==> src/rtl/ex_hazard_ctrl.sv <==
// Execute-stage hazard control: operand forwarding, load-use and multi-cycle stalls, branch squash.
// Optional macro HAZARD_MEM_FWD_EN enables MEM->EX forwarding; otherwise a MEM match stalls one cycle.
module ex_hazard_ctrl #(
  parameter int unsigned MC_TIMEOUT = 64
) (
  input  logic       clk_i,
  input  logic       rst_i,
  input  logic [4:0] id_rs1_addr_i,
  input  logic [4:0] id_rs2_addr_i,
  input  logic       id_uses_rs1_i,
  input  logic       id_uses_rs2_i,
  input  logic [4:0] ex_rs1_addr_i,
  input  logic [4:0] ex_rs2_addr_i,
  input  logic [4:0] ex_rd_addr_i,
  input  logic       ex_reg_write_i,
  input  logic       ex_mem_read_i,
  input  logic       ex_valid_i,
  input  logic       ex_mc_req_i,
  input  logic [4:0] mem_rd_addr_i,
  input  logic       mem_reg_write_i,
  input  logic       mem_valid_i,
  input  logic [4:0] wb_rd_addr_i,
  input  logic       wb_reg_write_i,
  input  logic       wb_valid_i,
  input  logic       branch_taken_i,
  input  logic       mc_done_i,
  output logic [1:0] forward_a_o,
  output logic [1:0] forward_b_o,
  output logic       mc_start_o,
  output logic       mc_abort_o,
  output logic       stall_if_o,
  output logic       stall_id_o,
  output logic       stall_ex_o,
  output logic       bubble_ex_o,
  output logic       bubble_mem_o,
  output logic       flush_id_o
);

  typedef enum logic {
    IDLE = 1'b0,
    BUSY = 1'b1
  } state_e;

  localparam logic [1:0] FWD_RF  = 2'b00;
  localparam logic [1:0] FWD_MEM = 2'b01;
  localparam logic [1:0] FWD_WB  = 2'b10;

  // Value the counter holds during the last BUSY cycle allowed before abort.
  localparam logic [7:0] TIMEOUT_LAST = 8'(MC_TIMEOUT - 1);

  state_e     state_q;
  logic [7:0] cnt_q;

  function automatic logic producer_hit(input logic       valid,
                                        input logic       reg_write,
                                        input logic [4:0] rd,
                                        input logic [4:0] rs);
    return valid & reg_write & (rd != 5'd0) & (rd == rs);
  endfunction

  logic mem_hit_a, mem_hit_b, wb_hit_a, wb_hit_b;
  logic mem_stall;

  assign mem_hit_a = producer_hit(mem_valid_i, mem_reg_write_i, mem_rd_addr_i, ex_rs1_addr_i);
  assign mem_hit_b = producer_hit(mem_valid_i, mem_reg_write_i, mem_rd_addr_i, ex_rs2_addr_i);
  assign wb_hit_a  = producer_hit(wb_valid_i, wb_reg_write_i, wb_rd_addr_i, ex_rs1_addr_i);
  assign wb_hit_b  = producer_hit(wb_valid_i, wb_reg_write_i, wb_rd_addr_i, ex_rs2_addr_i);

`ifdef HAZARD_MEM_FWD_EN
  assign forward_a_o = mem_hit_a ? FWD_MEM : (wb_hit_a ? FWD_WB : FWD_RF);
  assign forward_b_o = mem_hit_b ? FWD_MEM : (wb_hit_b ? FWD_WB : FWD_RF);
  assign mem_stall   = 1'b0;
`else
  // Without the MEM path, a MEM producer holds EX one cycle until it reaches WB.
  assign forward_a_o = wb_hit_a ? FWD_WB : FWD_RF;
  assign forward_b_o = wb_hit_b ? FWD_WB : FWD_RF;
  assign mem_stall   = mem_hit_a | mem_hit_b;
`endif

  logic load_use;
  assign load_use = ex_valid_i & ex_mem_read_i & (ex_rd_addr_i != 5'd0) &
                    ((id_uses_rs1_i & (ex_rd_addr_i == id_rs1_addr_i)) |
                     (id_uses_rs2_i & (ex_rd_addr_i == id_rs2_addr_i)));

  // IDLE-state decisions in priority order: EX hold, then branch squash, then load-use.
  // The multi-cycle unit samples operands at start, so a pending MEM operand defers launch.
  logic idle_start, idle_hold, idle_flush, idle_lu;
  assign idle_start = ex_valid_i & ex_mc_req_i & ~mem_stall;
  assign idle_hold  = idle_start | mem_stall;
  assign idle_flush = branch_taken_i & ~idle_hold;
  assign idle_lu    = load_use & ~idle_hold & ~idle_flush;

  logic timeout_hit;
  assign timeout_hit = (cnt_q == TIMEOUT_LAST);

  // NOTE: every output gets a default before the case so no path leaves one unassigned (no latches).
  always_comb begin
    mc_start_o   = 1'b0;
    mc_abort_o   = 1'b0;
    stall_if_o   = 1'b0;
    stall_id_o   = 1'b0;
    stall_ex_o   = 1'b0;
    bubble_ex_o  = 1'b0;
    bubble_mem_o = 1'b0;
    flush_id_o   = 1'b0;
    case (state_q)
      IDLE: begin
        mc_start_o   = idle_start;
        stall_if_o   = idle_hold | idle_lu;
        stall_id_o   = idle_hold | idle_lu;
        stall_ex_o   = idle_hold;
        bubble_mem_o = idle_hold;
        bubble_ex_o  = idle_flush | idle_lu;
        flush_id_o   = idle_flush;
      end
      BUSY: begin
        if (mc_done_i) begin
          // Result leaves EX this cycle; everything else flows normally.
        end else if (timeout_hit) begin
          mc_abort_o   = 1'b1;
          bubble_mem_o = 1'b1;
        end else begin
          stall_if_o   = 1'b1;
          stall_id_o   = 1'b1;
          stall_ex_o   = 1'b1;
          bubble_mem_o = 1'b1;
        end
      end
      default: begin
      end
    endcase
  end

  // NOTE: state registers use non-blocking assignments so all flops update together at the edge.
  always_ff @(posedge clk_i or posedge rst_i) begin
    if (rst_i) begin
      state_q <= IDLE;
      cnt_q   <= 8'd0;
    end else begin
      case (state_q)
        IDLE: begin
          if (idle_start) begin
            state_q <= BUSY;
            cnt_q   <= 8'd0;
          end
        end
        BUSY: begin
          if (mc_done_i || timeout_hit) begin
            state_q <= IDLE;
            cnt_q   <= 8'd0;
          end else begin
            cnt_q <= cnt_q + 8'd1;
          end
        end
        default: begin
          state_q <= IDLE;
          cnt_q   <= 8'd0;
        end
      endcase
    end
  end

endmodule

==> config.mk <==
export PLATFORM = sky130hd
export DESIGN_NAME = ex_hazard_ctrl
export DESIGN_NICKNAME = d
export VERILOG_FILES = /design/src/rtl/ex_hazard_ctrl.sv
export SDC_FILE = /design/constraint.sdc
export NUM_CORES = 1
export LEC_CHECK = 0
export ABC_AREA = 1
export CORE_UTILIZATION = 35
export DETAILED_ROUTE_END_ITERATION = 16
export PLACE_DENSITY = 0.77
export SYNTH_ARGS = -nofsm -noshare
export SYNTH_HDL_FRONTEND = slang
export SYNTH_SLANG_ARGS = --single-unit
==> constraint.sdc <==
create_clock -name clk_i -period 2 [get_ports clk_i]
set_clock_uncertainty 0.15 [all_clocks]
set_input_delay 0.6 -clock clk_i [delete_from_list [all_inputs] [get_ports clk_i]]
set_output_delay 0.6 -clock clk_i [all_outputs]
set_load 0.01 [all_outputs]
==> reports/results.ini, run 1 <==
[cts]
ctsHtreeMaxLevel = 1
cts-root-buf = clkbuf_4
clkSinkCount = 9
numCtsBuffers = 3
path_clk_slew_ns = 0.06
cts_tree = yes
cts_buffer_depth = 2
clk_latency_ns = 0.27

[synth]
synth.area.mux_share_pct = 0
synth_compound_area_share_pct = 4.87
synth_top_family_by_area = simple AND/OR/NAND/NOR gates
synthesis.area_um2 = 1100
ys_seq_area_share_pct = 20.4
postSynthRegisterBits = 9
synthCells = 172
synth-xor-area-share_pct = 19.8
yosysUniqueCellTypes = 28
synthAdderAreaFrac_pct = 1.13
syn_area_per_cell_um2 = 6.42
synth-simple-area-share_pct = 42.5
yosysWarnings = 0

[worst_setup_path]
reg2reg_from = cnt_q[0]
crit_fanout = 5
rr_endpoint = cnt_q[0]
cp_data_required_time_ns = 1.25
crit_start = ex_rd_addr_i[3]
crit_arrival_ns = 1.60
crit_path_end_kind = output pin
cp-start-kind = primary input
regToRegSetupSlack_ns = 0.32
ff2ff_path_depth = 11
critPathKind = in2out

[floorplan]
core_um2 = 3030
io_pins = 61
die_w_um = 58.2
die_y_um = 58.2
die-area_um2 = 3390
rows = 20
initial_utilization_pct = 36.5

[drt]
avgRoutedWirePerCell_um = 11.8
met1Wirelength_um = 1400
drt_iter0_markers = 31
via_per_inst = 4.58
met2_wirelength_um = 1830
vias = 1392
top_layer_used = met4
drc_errors = 0
dr.pass1.iters = 4
wl_met3_um = 230
ant_nets = 0
drt-total-wl_um = 3580

[power]
ir_worst_vdd_v = 0.000180
p_leak_nw = 1.13
p_per_area_nw_per_um2 = 342
p_switching_w = 0.000252
p_clk_share_pct = 20.0
p_int_w = 0.000478
p_seq_share_pct = 27.2
swShare_pct = 34.5
combPwrFrac_pct = 52.8

[global_route]
grt_antenna_before_repair = 0
grt-ovfl-total = 0
grt_usage_pct = 21.1
grt_max_degree = 11
grt_pass1_wl_um = 5530
grt_pass1_vias = 1312

[worst_hold_path]
hold_path.startpoint = cnt_q[7]
hp-class = reg2reg
whs_path_depth = 2
hold_end = cnt_q[7]

[final_layout]
postLayoutCoreUtil_pct = 70.4
antennaDiodeCount = 0
nets = 311
syn_to_final_growth_pct = 92.9
drive_above_1_share_pct = 43.5

[timing]
period_share_pct = 117
holdWs_ns = 0.425
rsz0062_at_grt = yes
hold_violations = 0
fin_ws_ns = -0.346
setup_tns_ns = -2.64
setup_viol = 10
period_needed_ns = 2.35
drv_slew = 0
fmax_mhz = 426

[place]
gp_congestion = 0.799
port_buffers = 57
dpl.hpwl_um = 2620
pre_cts_slack_ns = -1.25

[run_status]
violations = negative setup slack
status = complete, but fails checks

[job]
maxCapViolCount = 0

stage by stage:
stage                     total power (W)  cells  cell area (um^2)
after floorplan                  0.000346    173              1150
after CTS                        0.000713    303              2070
after detailed placement         0.000546    297              1940
after global placement           0.000540    297              1940
after global routing             0.000775    304              2130
final                            0.000729    304              2130
worst max-delay path, stage by stage:
cell and delay, ns:
dlygate4sd2_1 0.24, inv_2 0.08, buf_4 0.10, nand3_1 0.09, nand3_2 0.07, inv_2 0.04
a21oi_1 0.19, nor2_2 0.04, buf_2 0.13
worst max path at each step:
stage / to / slack, ns / cells after the start
CTS: bubble_ex_o / -0.33 / 12
floorplan: stall_if_o / -0.13 / 11
global placement: stall_if_o / -1.19 / 12
finish: bubble_ex_o / -0.35 / 9
global route: bubble_ex_o / -0.43 / 10
detailed placement: stall_id_o / -1.25 / 12
layout make-up:
class	instances	area (um^2)
repair buffers	89	798
clock buffers	4	26.3
inverters	21	95.1
fillers	247	897
well taps	44	55.1
flip-flops and latches	9	225
multi-input cells	137	931
cell usage after synthesis, drive strengths merged:
cell     instances  share of area (%)
nand2           42                 14
nand3           26                 14
nor2            25                8.9
inv             20                6.8
xor2            14                 11
xnor2           11                8.7
dfrtp            9                 20
buf              6                3.9
o21ai            5                2.3
nor4             3                1.7
a21oi            2                1.2
nand4            2                2.5
clkinv           1               0.34
conb             1               0.34
ha               1                1.1
nor3             1               0.45
o22ai            1               0.57
o2bb2ai          1               0.79
or2              1               0.57
registers in the layout (all words and copies together) (netlist names):
register	flops
cnt_q	8
state_q	1
cells by family after synthesis:
logic type                 Yosys count
xor gates and xnor gates            25
other                                1
adders and majority gates            1
DFF                                  9
buffers and inverters               27
and+or+nand+nor                    100
AOI/OAI and AO/OA                    9
power groups by stage:
stage / registers, W / clock network, W / logic, W
6_report: 0.000198 / 0.000146 / 0.000385
5_1_grt: 0.000198 / 0.000158 / 0.000418
4_1_cts: 0.000198 / 0.000152 / 0.000362
3_5_place_dp: 0.000201 / 0 / 0.000345
3_3_place_gp: 0.000200 / 0 / 0.000339
2_1_floorplan: 0.000205 / 0 / 0.000141
metal layers:
layer,vias to the layer above,track usage [%]
met5,-,0
met4,0,9.52
met3,12,4.91
met2,52,36.5
met1,611,24.8
li1,717,-
layout by cell type, fill, tap and decap left out, drive strengths merged:
| cell | netlist | routed |
|---|---|---|
| xnor2 | 11 | 11 |
| xor2 | 14 | 14 |
| nor4 | 3 | 3 |
| o22ai | 1 | 1 |
| o21ai | 5 | 5 |
| conb | 1 | 2 |
| nor3 | 1 | 1 |
| or2 | 1 | 1 |
| ha | 1 | 1 |
| inv | 20 | 20 |
| a21oi | 2 | 2 |
| nor2 | 25 | 25 |
| nand4 | 2 | 2 |
| dfrtp | 9 | 9 |
| buf | 6 | 62 |
| clkdlybuf4s50 | 0 | 3 |
| nand3 | 26 | 26 |
| nand2 | 42 | 42 |
| clkdlybuf4s15 | 0 | 5 |
| dlygate4sd2 | 0 | 18 |
| clkinv | 1 | 1 |
| o2bb2ai | 1 | 1 |
| clkbuf | 0 | 5 |
timing repair:
action / 4_1_cts / 5_1_grt
buffers inserted: 2 / 1
hold buffers: 0 / 0
endpoints found under the setup margin: 19 / 10
pin swaps: 55 / 12
gates resized for setup: 217 / 16
No activity file was read; power rests on OpenSTA's default activity.
==> run 2, diff against run 1 <==
==> constraint.sdc (replaced) <==
create_clock -name clk_i -period 2 [get_ports clk_i]
set_clock_uncertainty 0.15 [all_clocks]
set_input_delay 0.4 -clock clk_i [delete_from_list [all_inputs] [get_ports clk_i]]
set_output_delay 0.4 -clock clk_i [all_outputs]
set_load 0.01 [all_outputs]
==> reports/results.ini, run 2 (same netlist as run 1, synthesis figures left out) <==
[power]
p_leak_nw = 1.04
p_per_area_nw_per_um2 = 348
power_w = 0.000673
ir_worst_vdd_v = 0.000201

[cts]
ctsHtreeMaxLevel = 1
ctsHoldBuffers = 0
numCtsBuffers = 3
cts_buffer_depth = 2
cts_tree = yes
cts-root-buf = clkbuf_4
path_clk_slew_ns = 0.06
clk_latency_ns = 0.26
clkSinkCount = 9

[place]
port_buffers = 57
dpl.hpwl_um = 2670
gp_congestion = 0.846

[global_route]
grt_usage_pct = 20.3
grt_pass1_vias = 1409
grt_pass1_wl_um = 5510
grt_max_degree = 10
grt_antenna_before_repair = 0
grt-ovfl-total = 0

[timing]
period_needed_ns = 2.09
fmax_mhz = 479
period_share_pct = 104
rsz0062_at_grt = yes
setup_viol = 5
setup_tns_ns = -0.267
drv_slew = 0
hold_violations = 0
fin_ws_ns = -0.0881

[worst_setup_path]
cp_data_required_time_ns = 1.45
crit_path_max_incr_delay_ns = 0.35
crit_arrival_ns = 1.54
path_common_cell = nand2_2
crit_fanout = 3
crit_path_end_kind = output pin
path_cells = ha_2 -> nand2_2 -> inv_2 -> nand4_4 -> nor2_4 -> a21oi_4 -> nand2_2 -> nand3_2 -> buf_6
regToRegSetupSlack_ns = 0.37
cp-start-kind = flip-flop
cpMaxStageDelayCell = dfrtp_1
critPathKind = reg2out

[drt]
avgRoutedWirePerCell_um = 10.9
drt_iter0_markers = 29
drt-total-wl_um = 3290
drc_errors = 2
ant_nets = 0
via_per_inst = 4.48
dr.pass1.iters = 10
vias = 1348

[final_layout]
top_register = cnt_q
regArea_um2 = 225
drive_above_1_share_pct = 40.9
nets = 308
reg_top3 = cnt_q: 8 flops, state_q: 1 flops
antennaDiodeCount = 0
multi_input_area_um2 = 887
syn_to_final_growth_pct = 75.0
largest_reg_flops = 8
nFillCells = 281
layout_commonest_cell = nand2_1
postLayoutCoreUtil_pct = 63.8
final_cell_mix = nand2_1 (33), buf_4 (29), nand3_1 (19)

[run_status]
violations = design-rule violations, negative setup slack
status = complete, but fails checks

[floorplan]
io_pins = 61
rows = 20
core_um2 = 3030
die-area_um2 = 3390
die_y_um = 58.2
initial_utilization_pct = 36.5
die_w_um = 58.2

[worst_hold_path]
hp-class = in2async

[job]
maxCapViolCount = 0

[run 2: per-layer routing]
| layer | share of wire (%) | routed length, um | track usage [%] | vias up |
|---|---|---|---|---|
| met5 | 0 | 0 | 0 | - |
| met4 | 0.27 | 9 | 3.40 | 0 |
| met3 | 5.2 | 171 | 4.46 | 2 |
| met2 | 51 | 1690 | 37.9 | 40 |
| met1 | 43 | 1420 | 24.0 | 597 |
| li1 | - | - | - | 709 |
[run 2: what timing repair did]
item                       CTS  global route
hold endpoints to repair     0             0
pin swaps                   38            34
gates resized for setup    130            54
buffers inserted             2             1
setup endpoints to repair   10            10
[run 2: final cells by class]
cell class                      count  area share (%)
Timing Repair Buffer               86            34.0
Clock buffer                        4            1.36
Multi-Input combinational cell    137            45.9
Inverter                           21            4.21
Sequential cell                     9            11.7
Tap cell                           44            2.85
[run 2: stage by stage]
step / hold slack, ns / setup WS, ns / std cells / area [um^2]
finish: 0.252 / -0.0881 / 301 / 1930
global placement: 0.364 / -0.717 / 294 / 1890
detailed placement: 0.377 / -0.746 / 294 / 1890
CTS: 0.269 / -0.0871 / 300 / 1890
floorplan: 0.0779 / 0.0821 / 173 / 1110
global route: 0.311 / -0.174 / 301 / 1930
[run 2: worst paths after layout]
kind | to | start | cells past startpoint
worst max-delay path | stall_id_o | cnt_q[0] | 9
worst min-delay path | cnt_q[4] | rst_i | 2
worst max register to register | cnt_q[3] | cnt_q[0] | 11
worst min register to register | cnt_q[7] | cnt_q[7] | 2
max in group asynchronous | cnt_q[5] | rst_i | 2
min in group clk_i | cnt_q[7] | cnt_q[7] | 2
[run 2: report_power, final]
part	leakage [nW]	internal [W]	total, W	switching (W)
combinational	0.898	0.000169	0.000334	0.000164
clock	0.0150	0.0000770	0.000142	0.0000651
sequential	0.123	0.000192	0.000198	0.00000582
total	1.04	0.000438	0.000673	0.000235
[run 2: worst max-delay path, delay by kind of cell (launching register included)]
family / cells / cell delay [ns]
compound gates: 1 / 0.07
simple gates: 5 / 0.45
flops: 1 / 0.35
buf+inv: 2 / 0.21
fa+ha+maj: 1 / 0.20
==> run 3, diff against run 2 <==
--- a/config.mk
+++ b/config.mk
@@ -5,10 +5,10 @@
 export SDC_FILE = /design/constraint.sdc
 export NUM_CORES = 1
 export LEC_CHECK = 0
-export ABC_AREA = 1
-export CORE_UTILIZATION = 35
+export CORE_ASPECT_RATIO = 1.1
+export CORE_UTILIZATION = 33
 export DETAILED_ROUTE_END_ITERATION = 16
-export PLACE_DENSITY = 0.77
+export PLACE_DENSITY = 0.76
 export SYNTH_ARGS = -nofsm -noshare
 export SYNTH_HDL_FRONTEND = slang
 export SYNTH_SLANG_ARGS = --single-unit
==> reports/results.ini, run 3 <==
[global_route]
grt_pass1_wl_um = 5800
grt_usage_pct = 24.9
grt_max_degree = 10
grt-ovfl-total = 0
grt_pass1_vias = 1372
grt_antenna_before_repair = 0

[final_layout]
stdcell_count = 260
postLayoutCoreUtil_pct = 72.7
drive_above_1_share_pct = 52.4
antennaDiodeCount = 0
top_register = cnt_q
syn_to_final_growth_pct = 106
final_cell_mix = buf_4 (52), buf_2 (19), xor2_1 (17)
layout_commonest_cell = buf_4
reg_top3 = cnt_q: 8 flops, state_q: 1 flops
largest_reg_flops = 8
nets = 278

[cts]
cts_tree = yes
clkSinkCount = 9
cts-root-buf = clkbuf_4
ctsHtreeMaxLevel = 1
cts_buffer_depth = 2
clk_latency_ns = 0.28
path_clk_slew_ns = 0.06
numCtsBuffers = 3

[floorplan]
die_w_um = 54.2
rows = 20
core_um2 = 2800
die_y_um = 59.4
die-area_um2 = 3220
initial_utilization_pct = 35.3
io_pins = 61

[drt]
via_per_inst = 4.89
dr.pass1.iters = 4
drt-total-wl_um = 3870
drt_iter0_markers = 22
ant_nets = 0
drc_errors = 0
avgRoutedWirePerCell_um = 14.9
vias = 1271

[synth]
syn_area_per_cell_um2 = 8.31
synthCells = 119
yosysWarnings = 0
synth_area_leaders = dfrtp_1 (23%), xor2_1 (19%), xnor2_1 (8.9%)
synth_top_flop_cell = dfrtp_1
yosysUniqueCellTypes = 37
postSynthRegisterBits = 9
yosys.area.top_type_share_pct = 22.8
synthMostInstantiatedCell = xor2_1
ys_seq_area_share_pct = 22.8
synth_async_sr_flop_share_pct = 100
synth_top_area_cell = dfrtp_1
synth_commonest_cells = xor2_1 (22), xnor2_1 (10), dfrtp_1 (9), nor2_1 (9), nor3_1 (6)
synthesis.area_um2 = 988
synth-edff-count = 0

[timing]
period_needed_ns = 2.48
setup_tns_ns = -2.95
fin_ws_ns = -0.480
holdWs_ns = 0.224
drv_slew = 0
hold_violations = 0
period_share_pct = 124
setup_viol = 10
rsz0062_at_grt = yes
fmax_mhz = 403

[place]
port_buffers = 57
placed_cells = 246
dpl.hpwl_um = 2950
gp_congestion = 0.844

[job]
maxCapViolCount = 0

[worst_hold_path]
hp-class = in2async

[run_status]
violations = negative setup slack
status = complete, but fails checks

[power]
p_leak_nw = 0.955
ir_worst_vdd_v = 0.000295
p_per_area_nw_per_um2 = 372

[worst_setup_path]
cp-start-kind = primary input
ff2ff_path_depth = 6
critPathKind = in2out
cp_data_required_time_ns = 1.45
crit_fanout = 3
crit_path_end_kind = output pin
crit_arrival_ns = 1.93

run 3: per-stage QoR:
stage	area [um^2]	setup WS, ns	power, W
CTS	1940	-0.507	0.000715
detailed placement	1900	-1.24	0.000575
global placement	1900	-1.18	0.000562
finish	2040	-0.480	0.000759
global route	2040	-0.510	0.000800
floorplan	1020	-0.236	0.000341
run 3: layer usage:
metal	GRT usage (%)	vias to the layer above	wire length (um)
li1	-	628	-
met2	45.8	42	2180
met5	0	-	0
met3	3.85	5	161
met4	10.3	0	53
met1	27.3	596	1470
run 3: layout make-up:
type	instances	area, um^2
repair buffers	109	836
clock buffers	4	26.3
multi-input cells	102	898
flip-flops and latches	9	225
well taps	33	41.3
inverters	3	11.3
fillers	223	764
run 3: logic make-up (layout without fill, tap and decap cells):
logic type                 Yosys count  after routing  share of synthesized area [%]
other                                1              2                          0.379
AOI/OAI and AO/OA                   23             23                           17.2
DFF                                  9              9                           22.8
adders and majority gates            1              1                           1.27
buffers and inverters                9            116                           5.32
xor gates and xnor gates            32             32                           28.4
muxes                                1              1                           1.14
and+or+nand+nor                     43             43                           23.5
run 3: worst max-delay path, cell delays in order:
cell	delay [ns]
buf_6	0.09
or4_4	0.54
o211ai_4	0.21
nor2_2	0.06
or3_4	0.36
a21boi_4	0.15
buf_6	0.12
run 3: power breakdown:
part | switching [W] | total [W] | internal [W]
clock | 0.0000763 | 0.000154 | 0.0000776
sequential | 0.0000135 | 0.000205 | 0.000192
combinational | 0.000173 | 0.000400 | 0.000227
run 3: repair_timing:
action | CTS | global route
resized for setup | 145 | 27
pin swaps | 29 | 27
hold endpoints to repair | 0 | 0
gates cloned | 0 | 0
setup endpoints to repair | 19 | 11
hold buffers | 0 | 0
buffers inserted | 8 | 4
run 3: worst paths after layout:
kind                             startpoint  slack, ns      endpoint
hold / removal                        rst_i       0.22      cnt_q[4]
setup reg to reg                   cnt_q[1]       0.29      cnt_q[5]
min in group clk_i                 cnt_q[2]       0.45      cnt_q[2]
setup / recovery           mem_rd_addr_i[3]      -0.48  bubble_mem_o
hold reg to reg                    cnt_q[2]       0.45      cnt_q[2]
max in group asynchronous             rst_i       1.21      cnt_q[0]
